### src/rtl/nn_mem_pkg.sv
// Shared constants for the neural-net parameter memory: loader FSM encoding,
// BRAM map and platform read latency.
package nn_mem_pkg;

  localparam logic [1:0] ST_IDLE  = 2'd0;
  localparam logic [1:0] ST_ISSUE = 2'd1;
  localparam logic [1:0] ST_DRAIN = 2'd2;
  localparam logic [1:0] ST_DONE  = 2'd3;

  typedef enum logic [1:0] {
    IDLE  = ST_IDLE,
    ISSUE = ST_ISSUE,
    DRAIN = ST_DRAIN,
    DONE  = ST_DONE
  } loader_state_e;

  localparam int BIAS_L1_BASE    = 1024;
  localparam int WEIGHT_L1_BASE  = 0;
  localparam int BRAM_RD_LATENCY = 2;

endpackage

### src/rtl/valid_delay_pipe.sv
// 1-bit shift register that delays a read strobe by DEPTH cycles so it lines
// up with the matching BRAM read data.
module valid_delay_pipe #(
  parameter int DEPTH = 2
) (
  input  logic clk,
  input  logic rst,
  input  logic din,
  output logic dout
);

  logic [DEPTH-1:0] pipe_q, pipe_d;

  always_comb begin
    pipe_d    = pipe_q;
    pipe_d[0] = din;
    for (int i = 1; i < DEPTH; i++) pipe_d[i] = pipe_q[i-1];
  end

  always_ff @(posedge clk or posedge rst) begin
    if (rst) pipe_q <= '0;
    else     pipe_q <= pipe_d;
  end

  assign dout = pipe_q[DEPTH-1];

endmodule

### src/rtl/bram_param_loader.sv
// Burst loader: reads COUNT consecutive words from a BRAM starting at a runtime
// base address and presents them as one flat vector (word 0 at the LSBs).
module bram_param_loader
  import nn_mem_pkg::*;
#(
  parameter int W          = 8,
  parameter int COUNT      = 8,
  parameter int ADDR_WIDTH = 11,
  parameter int RD_LATENCY = BRAM_RD_LATENCY,
  parameter int CNT_W      = $clog2(COUNT + 1)
) (
  input  logic                  clk,
  input  logic                  rst,
  input  logic                  start,
  input  logic [ADDR_WIDTH-1:0] base_addr,
  output logic                  bram_en,
  output logic [ADDR_WIDTH-1:0] bram_addr,
  input  logic [W-1:0]          bram_dout,
  output logic [COUNT*W-1:0]    data_out,
  output logic                  busy,
  output logic                  done
);

  loader_state_e         state_q, state_d;
  logic [ADDR_WIDTH-1:0] base_q, base_d, addr_q, addr_d;
  logic                  en_q, en_d, busy_q, busy_d, done_q, done_d;
  logic [CNT_W-1:0]      issue_q, issue_d, cap_q, cap_d;
  logic [COUNT*W-1:0]    data_q, data_d;
  logic                  rd_vld;

  valid_delay_pipe #(.DEPTH(RD_LATENCY)) u_vld_pipe (
    .clk  (clk),
    .rst  (rst),
    .din  (en_q),
    .dout (rd_vld)
  );

  always_comb begin
    state_d = state_q;
    base_d  = base_q;
    addr_d  = addr_q;
    en_d    = en_q;
    busy_d  = busy_q;
    done_d  = done_q;
    issue_d = issue_q;
    cap_d   = cap_q;
    data_d  = data_q;

    // Capture is independent of state: late data from ISSUE overlaps new issues.
    if (rd_vld) begin
      data_d[int'(cap_q)*W +: W] = bram_dout;
      cap_d = cap_q + CNT_W'(1);
    end

    unique case (state_q)
      IDLE, DONE: begin
        if (start) begin
          state_d = ISSUE;
          base_d  = base_addr;
          addr_d  = base_addr;
          en_d    = 1'b1;
          issue_d = CNT_W'(1);
          cap_d   = '0;
          busy_d  = 1'b1;
          done_d  = 1'b0;
        end
      end
      ISSUE: begin
        if (issue_q == CNT_W'(COUNT)) begin
          en_d    = 1'b0;
          state_d = DRAIN;
        end else begin
          addr_d  = base_q + ADDR_WIDTH'(issue_q);
          issue_d = issue_q + CNT_W'(1);
        end
      end
      DRAIN: begin
        if (rd_vld && cap_q == CNT_W'(COUNT - 1)) begin
          state_d = DONE;
          busy_d  = 1'b0;
          done_d  = 1'b1;
        end
      end
      default: state_d = IDLE;
    endcase
  end

  always_ff @(posedge clk or posedge rst) begin
    if (rst) begin
      state_q <= IDLE;
      base_q  <= '0;
      addr_q  <= '0;
      en_q    <= 1'b0;
      busy_q  <= 1'b0;
      done_q  <= 1'b0;
      issue_q <= '0;
      cap_q   <= '0;
      data_q  <= '0;
    end else begin
      state_q <= state_d;
      base_q  <= base_d;
      addr_q  <= addr_d;
      en_q    <= en_d;
      busy_q  <= busy_d;
      done_q  <= done_d;
      issue_q <= issue_d;
      cap_q   <= cap_d;
      data_q  <= data_d;
    end
  end

  assign bram_en   = en_q;
  assign bram_addr = addr_q;
  assign data_out  = data_q;
  assign busy      = busy_q;
  assign done      = done_q;

endmodule
### config.mk
export PLATFORM = sky130hd
export DESIGN_NAME = bram_param_loader
export DESIGN_NICKNAME = d
export VERILOG_FILES = /design/src/rtl/nn_mem_pkg.sv /design/src/rtl/valid_delay_pipe.sv /design/src/rtl/bram_param_loader.sv
export SDC_FILE = /design/constraint.sdc
export NUM_CORES = 1
export LEC_CHECK = 0
export ABC_AREA = 0
export CORE_ASPECT_RATIO = 1.25
export CORE_MARGIN = 10
export CORE_UTILIZATION = 51
export CTS_CLUSTER_DIAMETER = 30
export DETAILED_ROUTE_END_ITERATION = 8
export PLACE_DENSITY = 0.85
export SETUP_SLACK_MARGIN = 0.05
export SLEW_MARGIN = 20
export SYNTH_ARGS = -nofsm -noshare
export SYNTH_HDL_FRONTEND = slang
export SYNTH_SLANG_ARGS = --single-unit
### constraint.sdc
create_clock -name clk -period 4 [get_ports clk]
set_input_delay 0.6 -clock clk [delete_from_list [all_inputs] [get_ports clk]]
set_output_delay 0.6 -clock clk [all_outputs]
set_load 0.01 [all_outputs]
==> metrics.csv <==
metric,value,unit
Post-Synthesis Net Count,446,
layout cells sized above 1,15.63,%
uppermost routed layer,met4,
VDD IR max,502.8,µV
nets@finish,542,
Psw,0.001893,W
Post-Syn Instances,411,
core area,0.008796,mm²
compound-cell area share of the yosys netlist,9.757,%
leakage,2.617,nW
asr flop ratio synth,100.0,%
relative slew slack,40.09,%
Mapped Area,0.004642,mm²
hold_buf cts,0,
Adder-Cell Fraction of Synth Area,3.666,%
crit path time final,2.470,ns
DRT iter0 DRCs,138,
XOR/XNOR Fraction of Synth Area,2.642,%
Synth Flop Type,dfrtp_1,
Final setup viols,0,
Yosys top cell by area,dfrtp_1,
post-synth top area share,54.45,%
RSZ-0062 raised after global routing,no,
CP endpoint kind,flop,
worst r2r src,cap_q[0],
CTS root buffer,clkbuf_8,
post-CTS sizing,0,
critical path capture point,data_out[54],
Int Power,0.002995,W
fin util,66.90,%
FF-to-FF path depth,6,
Inserted Diodes,0,
synth unique cells,47,
global-route wire length before repair,18300,µm
clk buf depth,2,
CTS Sinks,101,
Reg2Reg Setup Slack,1.53,ns
clock power share,11.6,%
Comb pwr share,51.5,%
Post-CTS Setup Bufs,0,
initial antenna violation count,0,
met3 wire len,656,µm
largest cells by area after synthesis,"dfrtp_1, mux2_2, nand2_1",
vias in the first global route,3636,
post-detailed-route via-to-cell ratio,5.400,
Slew @ Worst Pin,0.8986,ns
GRT overflow,0,
WL/cell,17.45,µm
CP required,4.26,ns
die area,0.01334,mm²
Slew Limit Fails,0,
reg-to-reg endpoint,data_out[54],
Synth Area in Simple Gates,12.72,%
CP max FO,12,
"slowest stage cell, crit path",dfrtp_1,
status,finished clean,
switching part of the total,38.72,%
largest stage delay on the critical path,0.60,ns
mux cell area share after synthesis,13.48,%
worst hold-check path type,flop to flop,
sequential power share,36.9,%
"Data arrival, critical path",2.73,ns
"Hold Vio Cnt, Final",0,
WP buf/inv,1,
DIE WIDTH,105.3,µm
Final period util,61.75,%
# rows,38,
Die H,126.7,µm
wire length on met2,5565,µm
Worst Setup SP,cap_q[0],
Yosys reg bits,101,
WP depth,6,
via count,3413,
met1 wire length,4519,µm
Tot Pwr,0.004888,W
CTS Buf Count,9,
Starting Density,52.77,%
Skew-Pair Late Insertion Delay,0.37,ns
Power Density,830.7,mW/mm²
synth warn,0,
CP Launch Type,flop,
setup TNS,0,ns
Routed Antenna Nets,0,
number of synthesized flops with an enable pin,0,
Port Buf Inserts,99,
detailed placer's ending HPWL,8486,µm
"Cell Chain, Critical Path",inv_1 > ha_1 > and2b_1 > a21oi_1 > nor3_2 > mux2_2,
Max Clk Rate,404.9,MHz
CTS tree,done,
critical path class,flop to flop,
drt pass-1 iters,5,
clock slew at reported path FFs,0.09,ns
Area Overhead vs Synth,26.77,%
MaxCap Viol Count,0,
GPL Wtd Cong,0.8383,
largest family of logic cells by synthesized area,multiplexers,
Global Route Usage Sum,16.76,%
sequential area share after synthesis,54.45,%
IO Count,100,
skew final,0.01282,ns
Worst path top cell family by delay,simple AND/OR/NAND/NOR gates,
final worst slack,1.530,ns
DRC,0,
pin count of the biggest net entering global routing,72,
detailed-route wire length,11030,µm
CTS H-tree depth,3,
DP Worst Slack,1.557,ns
"Avg Cell Area, Syn",11.29,µm²
## per-layer routing
metal | up-vias | track usage (%)
met5 | - | 0
met4 | 0 | 8.252
met3 | 23 | 4.053
met2 | 124 | 28.38
met1 | 1659 | 19.42
li1 | 1607 | -
## stage by stage
stage               cell area [µm²]  std cells  hold slack [ns]
floorplan                      4642        411           0.3312
global placement               5715        616           0.3335
detailed placement             5715        616           0.3544
CTS                            5884        632           0.3766
global route                   5884        632           0.3795
finish                         5884        632           0.3783
## synth_stat cells, types with 2 or more instances
cell type / count
inv_1: 15
buf_6: 3
a22o_1: 2
mux2i_1: 10
a21oi_1: 13
or3_1: 2
nand2_1: 66
dfrtp_1: 101
a211oi_1: 3
xor2_1: 8
o21ai_2: 10
mux2_4: 8
nor3b_1: 3
buf_2: 5
xnor2_1: 6
nor2_2: 2
nand4b_1: 2
o21ai_1: 8
clkbuf_1: 8
and2_1: 8
nor3_1: 2
and3_1: 4
nor2_1: 8
mux2_2: 36
nand3_1: 4
ha_1: 12
nand4_1: 4
nand2b_1: 5
o21ai_0: 35
## sequential cells by signal (all words and copies together) (netlist names)
signal and flops:
bram_en 1, base_q 11, done 1, bram_addr 11
busy 1, data_out 64, cap_q 4, issue_q 4
u_vld_pipe.pipe_q 2, state_q 2
## power groups by stage
stage               sequential, W  combinational (W)  clock (W)
floorplan                 0.00189            0.00138          0
global placement          0.00179            0.00245          0
detailed placement        0.00182            0.00254          0
CTS                       0.00180            0.00255   0.000582
global route              0.00186            0.00279   0.000614
finish                    0.00180            0.00252   0.000566
## worst min-delay path by stage
stage                     cells after the start                  from                    to  slack, ns
after floorplan                               0  u_vld_pipe.pipe_q[0]  u_vld_pipe.pipe_q[1]       0.33
after global placement                        0  u_vld_pipe.pipe_q[0]  u_vld_pipe.pipe_q[1]       0.33
after detailed placement                      0  u_vld_pipe.pipe_q[0]  u_vld_pipe.pipe_q[1]       0.35
after CTS                                     0  u_vld_pipe.pipe_q[0]  u_vld_pipe.pipe_q[1]       0.38
after global routing                          0  u_vld_pipe.pipe_q[0]  u_vld_pipe.pipe_q[1]       0.38
final                                         0  u_vld_pipe.pipe_q[0]  u_vld_pipe.pipe_q[1]       0.38
## cell families (layout without fill, tap and decap cells)
family          count (synthesis)  after routing
compound gates                 76             76
xor+xnor                       14             14
fa+ha+maj                      13             13
buf+inv                        33            134
flops                         101            101
mux                            54             54
simple gates                  120            120
## area by class of cell
class | count | area [µm²]
clock buffers | 11 | 131.4
well taps | 120 | 150.1
fillers | 655 | 2912
flip-flops and latches | 101 | 2527
inverters | 16 | 62.56
repair buffers | 102 | 1013
clock inverters | 5 | 37.54
multi-input cells | 277 | 1962
## placed cells by master (no fill, tap or decap), types with 3 or more instances in the layout
| master | netlist | layout |
|---|---|---|
| and3_1 | 4 | 4 |
| nand2b_1 | 5 | 5 |
| nor2_1 | 8 | 8 |
| buf_4 | 0 | 3 |
| clkbuf_8 | 0 | 9 |
| mux2_2 | 36 | 36 |
| nor3b_1 | 3 | 3 |
| o21ai_2 | 10 | 10 |
| nand4_1 | 4 | 4 |
| o21ai_1 | 8 | 8 |
| ha_1 | 12 | 12 |
| a211oi_1 | 3 | 3 |
| o21ai_0 | 35 | 35 |
| a21oi_1 | 13 | 13 |
| mux2_4 | 8 | 8 |
| and2_1 | 8 | 8 |
| nand2_1 | 66 | 66 |
| dfrtp_1 | 101 | 101 |
| xnor2_1 | 6 | 6 |
| xor2_1 | 8 | 8 |
| inv_1 | 15 | 14 |
| nand3_1 | 4 | 4 |
| clkdlybuf4s50_1 | 0 | 99 |
| mux2i_1 | 10 | 10 |
No activity file was read; power rests on OpenSTA's default activity.
